===== src/rtl/cell_painter.sv =====
// cell_painter: turns tracker cell changes into 8080-bus rectangle fills on the display,
// pausing the tracker scan while each fill is in flight.
module cell_painter #(
    parameter int CELL_W = 20,
    parameter int CELL_H = 20
) (
    input  logic        clk,
    input  logic        nrst,
    input  logic        run,
    input  logic        diff,
    input  logic [3:0]  x,
    input  logic [3:0]  y,
    input  logic [2:0]  obj_code,
    output logic        tracker_en,
    output logic        busy,
    output logic        lcd_cs_n,
    output logic        lcd_dcx,
    output logic        lcd_wr_n,
    output logic [7:0]  lcd_data,
    output logic [15:0] cells_drawn
);
    localparam int NPIX = CELL_W * CELL_H;
    localparam int PW   = $clog2(NPIX + 1);

    typedef enum logic [1:0] {IDLE, HDR, PIX} state_t;

    state_t          state_q, state_d;
    logic            phase_q, phase_d;
    logic            lo_q, lo_d;
    logic [3:0]      byte_q, byte_d;
    logic [PW-1:0]   pix_q, pix_d;
    logic [3:0]      x_q, x_d, y_q, y_d;
    logic [15:0]     col_q, col_d;
    logic [15:0]     cnt_q, cnt_d;
    logic [15:0]     x0, x1, y0, y1;
    logic [7:0]      hdr_byte;

    function automatic logic [15:0] colour(input logic [2:0] c);
        case (c)
            3'b001:  return 16'h07E0;
            3'b010:  return 16'h03E0;
            3'b011:  return 16'hF800;
            3'b100:  return 16'hFFFF;
            default: return 16'h0000;
        endcase
    endfunction

    assign x0 = 16'(x_q) * 16'(CELL_W);
    assign x1 = x0 + 16'(CELL_W - 1);
    assign y0 = 16'(y_q) * 16'(CELL_H);
    assign y1 = y0 + 16'(CELL_H - 1);

    always_ff @(posedge clk or negedge nrst) begin
        if (!nrst) begin
            state_q <= IDLE;
            phase_q <= 1'b0;
            lo_q    <= 1'b0;
            byte_q  <= '0;
            pix_q   <= '0;
            x_q     <= '0;
            y_q     <= '0;
            col_q   <= '0;
            cnt_q   <= '0;
        end else begin
            state_q <= state_d;
            phase_q <= phase_d;
            lo_q    <= lo_d;
            byte_q  <= byte_d;
            pix_q   <= pix_d;
            x_q     <= x_d;
            y_q     <= y_d;
            col_q   <= col_d;
            cnt_q   <= cnt_d;
        end
    end

    // phase_q: 0 = strobe low (L), 1 = strobe high (H); counters advance after H
    always_comb begin
        state_d = state_q;
        phase_d = phase_q;
        lo_d    = lo_q;
        byte_d  = byte_q;
        pix_d   = pix_q;
        x_d     = x_q;
        y_d     = y_q;
        col_d   = col_q;
        cnt_d   = cnt_q;
        case (state_q)
            IDLE: if (run && diff) begin
                state_d = HDR;
                x_d     = x;
                y_d     = y;
                col_d   = colour(obj_code);
                byte_d  = '0;
                phase_d = 1'b0;
            end
            HDR: begin
                phase_d = !phase_q;
                if (phase_q) begin
                    byte_d = byte_q + 4'd1;
                    if (byte_q == 4'd10) begin
                        state_d = PIX;
                        byte_d  = '0;
                        pix_d   = '0;
                        lo_d    = 1'b0;
                    end
                end
            end
            PIX: begin
                phase_d = !phase_q;
                if (phase_q) begin
                    lo_d = !lo_q;
                    if (lo_q) begin
                        pix_d = pix_q + PW'(1);
                        if (pix_q == PW'(NPIX - 1)) begin
                            state_d = IDLE;
                            pix_d   = '0;
                            cnt_d   = cnt_q + 16'd1;
                        end
                    end
                end
            end
            default: state_d = IDLE;
        endcase
    end

    always_comb begin
        case (byte_q)
            4'd0:    hdr_byte = 8'h2A;
            4'd1:    hdr_byte = x0[15:8];
            4'd2:    hdr_byte = x0[7:0];
            4'd3:    hdr_byte = x1[15:8];
            4'd4:    hdr_byte = x1[7:0];
            4'd5:    hdr_byte = 8'h2B;
            4'd6:    hdr_byte = y0[15:8];
            4'd7:    hdr_byte = y0[7:0];
            4'd8:    hdr_byte = y1[15:8];
            4'd9:    hdr_byte = y1[7:0];
            default: hdr_byte = 8'h2C;
        endcase
    end

    assign busy        = state_q != IDLE;
    assign tracker_en  = run && !busy;
    assign lcd_cs_n    = !busy;
    assign lcd_wr_n    = !(busy && !phase_q);
    assign lcd_dcx     = (state_q == HDR) ? !(byte_q == 4'd0 || byte_q == 4'd5 || byte_q == 4'd10) : 1'b1;
    assign lcd_data    = (state_q == HDR) ? hdr_byte :
                         (state_q == PIX) ? (lo_q ? col_q[7:0] : col_q[15:8]) : 8'h00;
    assign cells_drawn = cnt_q;
endmodule

===== config.mk =====
export PLATFORM = sky130hd
export DESIGN_NAME = cell_painter
export DESIGN_NICKNAME = d
export VERILOG_FILES = /design/src/rtl/cell_painter.sv
export SDC_FILE = /design/constraint.sdc
export NUM_CORES = 1
export LEC_CHECK = 0
export ABC_AREA = 1
export CORE_MARGIN = 5
export CORE_UTILIZATION = 60
export DETAILED_ROUTE_END_ITERATION = 8
export HOLD_SLACK_MARGIN = 0.02
export PLACE_DENSITY = 0.94
export SYNTH_ARGS = -nofsm -noshare
export SYNTH_HDL_FRONTEND = slang
export SYNTH_SLANG_ARGS = --single-unit

===== constraint.sdc =====
create_clock -name clk -period 4.1 [get_ports clk]
set_input_delay 0.615 -clock clk [delete_from_list [all_inputs] [get_ports clk]]
set_output_delay 0.615 -clock clk [all_outputs]
set_load 0.005 [all_outputs]

# After elaboration in Yosys (flattened, before gate mapping)
# Index checks and enable logic that the tools add are counted.
# classes
n_addsub,5
n_mul,2
eq_ne,23
mux,29
reduce_logical,24
# ops
op,n
case mux 8 bit (10 select lines),1
case mux 16 bit (4 select lines),1
2-to-1 mux 9 bit,5
2-to-1 mux 8 bit,3
"adder 9 x 5 -> 10 bit, second input constant",2
case mux 9 bit (2 select lines),1
"adder 16 x 1 -> 16 bit, second input constant",1
"equality test 4 x 3 -> 1 bit, second input constant",4
"multiplier 4 x 3 -> 7 bit, second input constant",2
"equality test 4 bit, second input constant",3
2-to-1 mux 2 bit,6
2-to-1 mux 4 bit,3
"inequality test 2 bit, second input constant",6
"adder 9 x 1 -> 9 bit, second input constant",1
"equality test 9 bit, second input constant",1
"equality test 4 x 2 -> 1 bit, second input constant",2
case mux 4 bit (2 select lines),1
AND reduction 4 bit,2
nonzero test 2 bit,4
"equality test 3 x 2 -> 1 bit, second input constant",2
case mux 2 bit (3 select lines),1
AND reduction 6 bit,1
logical NOT 1 bit,5
2-to-1 mux 1 bit,5
15 further kinds,20
# totals
ff_bits,57
inputBits,15
output_inout_bits,29
wordCells,92

# Longest topological paths before layout
# depth
depth_word,5
ltp_mapped,12
ltp_nobuf,12

# Worst setup path before layout
# No wires, ideal clock.
# synth_timing
kind,flip-flop to output port
from,register x_q[3]
to,output port lcd_data[1]
arrival_time_ps,1953
t_required_ps,3485
path_slack_ps,1532
stages_incl_launch_ff,10
n_path_buf,0
path_cell_list,dfrtp_1 ha_1 ha_1 fa_1 nand3_1 nor2_1 nand4_1 nand3b_1 nand2_1 nand2_1
# synth_via
elab_chain_len,4
# synth_lines
element,line,source
"start, declared",32,"logic [3:0] x_q, x_d, y_q, y_d;"
"start signal, assigned",60,x_q <= '0;
"start signal, assigned",70,x_q <= x_d;
multiplier 4 x 3 -> 7 bit,48,assign x0 = 16'(x_q) * 16'(CELL_W);
adder 9 x 5 -> 10 bit,49,assign x1 = x0 + 16'(CELL_W - 1);
case mux 8 bit (10 select lines),128,case (byte_q)
2-to-1 mux 8 bit,148,assign lcd_data = (state_q == HDR) ? hdr_byte :
"end, declared",19,"output logic [7:0] lcd_data,"
# No other way between the ends.

# Final worst setup path
# Ends and elaborated chain as after synthesis.

==> summary.md <==
| Metric | Value |
|---|---|
| Setup Viol. Count Final | 0 |
| Leak | 1.92 nW |
| Final nets | 549 |
| WP data required | 3.48 ns |
| Final setup skew | 0.0120 ns |
| Core Area | 5170 um2 |
| Dpl ws | 0.865 ns |
| Cells after Synth | 471 |
| Syn Nets | 503 |
| Die area | 6940 um2 |
| Synthesized flop and latch total | 45 |
| Share of the synthesized area in the top cell type | 34.9% |
| Netlist cell types | 36 |
| Startpoint types | flip-flop |
| Buffers plus inverters on the worst setup path | 1 |
| Placed instance area | 3710 um2 |
| Num ports | 44 |
| Routed len/inst | 14.2 um |
| Worst R2R Path Depth | 9 |
| Die Height | 83.3 um |
| CTS tree | done |
| Post-route minimum period | 3.57 ns |
| CP peak stage delay | 0.57 ns |
| Final setup margin | 0.532 ns |
| Netlist Area Pre-Place | 3220 um2 |
| HP Class | in -> async |
| Root buf cell | clkbuf_8 |
| Placer congestion estimate | 0.963 |
| Status | finished, final reports clean |
| Total CTS buffers | 5 |
| Synth area leaders | dfrtp_1, nand2_1, inv_1, nand3_1, ha_1 |
| Die X | 83.3 um |
| Setup TNS | 0 ns |
| Worst-path clk slew | 0.09 ns |
| First-pass DRT Iterations | 5 |
| R2R Setup Slk | 2.07 ns |
| Pin count of the biggest net entering global routing | 46 |
| VDD IR-drop max | 0.000294 V |
| Mapped Avg Cell Area | 6.85 um2 |
| Global Route Usage Sum | 24.7% |
| Slowest CP cell | fa_1 |
| Final period util | 87.0% |
| Stages on the worst setup path | 10 |
| # diodes | 0 |
| Pwr Total | 2.09 mW |
| RSZ-0062 raised after global routing | false |
| Clk buf depth | 2 |
| Antenna Nets Post-Route | 0 |
| Post-DR vias/cell | 5.52 |
| Total gr overflow | 0 |
| Crit-path cells | ha_1 > ha_1 > fa_1 > nand3_1 > nor2_1 > nand4_1 > nand3b_1 > nand2_1 > nand2_1 > clkdlybuf4s50_1 |
| P per Cell Area | 545 nW/um2 |
| Number of global-route vias before repair | 3211 |
| Worst Setup SP | x_q[3] |
| CP arrival | 2.95 ns |
| R2r startpoint | state_q[0] |
| Critical path destination | lcd_data[1] |
| Via count | 3244 |
| R2r endpoint | cells_drawn[11] |
| Footprint of the multi-input gates | 1840 um2 |
| Post-CTS sizing | 0 |
| Area delta synth->final | 18.7% |
| Sequential area share after synthesis | 34.9% |
| Fillers | 390 |
| Fmax | 0.280 GHz |
| Dpl cells | 580 |
| Clock Sinks | 45 |
| Crit path max-delay family | adder cells |
| Slew Limit Fails | 0 |
| Final hold violation count | 0 |
| Starting Density | 62.3% |
| Core Rows | 26 |
| DP Wirelength | 6260 um |
| I/O Buffers | 43 |
| CP Class | reg -> out |
| Routed wire length | 8320 um |
| Max-cap viol count | 0 |
| Iter 0 DRT Violations | 262 |
| Warnings from Yosys | 0 |
| Leading area contributor after synthesis | dfrtp_1 |
| Hold buffer count at CTS | 0 |
| Worst-skew pair later-pin latency | 0.30 ns |
| FF/Latch Area | 1130 um2 |
| Pin slew with the least headroom to its limit | 1.01 ns |
| CTS H-tree depth | 2 |
| Non-Filler Instances | 588 |
| Worst-path fanout max | 6 |
| Setup bufs post-CTS | 0 |
| Fin area | 3830 um2 |
| Initial antenna violation count | 0 |
| DRC Markers | 0 |
| Slew HR | 32.7% |
| First-pass GRT wire length | 14300 um |
| Layout cells sized above 1 | 5.41% |
| Crit path capture type | output port |
==> final cells by class <==
cell class	count	share of cell area [%]
clock inverters	1	0.785
well taps	70	2.29
inverters	60	5.88
multi-input cells	361	48.1
repair buffers	44	11.3
clock buffers	7	2.26
flip-flops and latches	45	29.4
==> cells in the mapped netlist (all sizes together) <==
cell     number
a21boi        2
a21oi         9
a22oi         1
buf           2
clkbuf        3
dfrtp        45
fa            2
ha           15
inv          60
nand2       172
nand3        39
nand3b        2
nand4        11
nor2         57
nor3         11
o2111ai       1
o211ai        2
o21ai        23
o221ai        1
o22ai         2
o311ai        1
xnor2         2
xor2          8
==> placed cells by master (no fill, tap or decap), drive strengths merged, types with 7 or more instances in the layout <==
master / instances
a21oi: 9
clkbuf: 7
clkdlybuf4s50: 42
dfrtp: 45
ha: 15
inv: 60
nand2: 172
nand3: 39
nand4: 11
nor2: 57
nor3: 11
o21ai: 23
xor2: 8
==> flip-flops by register name, indices dropped and copies added (netlist names), 2 cells and up <==
| signal | count |
|---|---|
| pix_q | 9 |
| y_q | 4 |
| cells_drawn | 16 |
| state_q | 2 |
| col_q | 4 |
| byte_q | 4 |
| x_q | 4 |
==> power by group <==
part           switching (mW)  total [mW]  internal [mW]
combinational           0.672        1.11          0.437
clock                   0.149       0.348          0.199
sequential             0.0981       0.630          0.532
total                   0.919        2.09           1.17
==> through the flow <==
stage	hold slack (ns)	util, %
after floorplan	0.319	-
final	0.488	74.0
after detailed placement	0.494	71.7
after CTS	0.515	74.0
after global routing	0.537	74.0
after global placement	0.464	71.7
==> cell families after synthesis <==
kind of cell,share of synthesized area (%)
simple gates,39.5
buf+inv,8.03
flops,34.9
compound gates,7.80
fa+ha+maj,7.06
xor+xnor,2.72
==> how the worst min path moves through the flow <==
stage	start	to	slack, ns	cells past startpoint
2_1_floorplan	nrst	byte_q[0]	0.32	0
3_3_place_gp	col_q[4]	col_q[4]	0.46	2
3_5_place_dp	state_q[1]	state_q[1]	0.49	2
4_1_cts	state_q[1]	state_q[1]	0.51	2
5_1_grt	nrst	pix_q[2]	0.54	1
6_report	nrst	pix_q[2]	0.49	1
==> routing by layer <==
layer	vias up	track usage, %	share of wire [%]
li1	1598	-	-
met1	1504	28.4	40
met2	117	45.7	52
met3	25	4.26	5.9
met4	0	8.77	2.5
met5	-	0	0
Power figures use the tool's default switching activity.
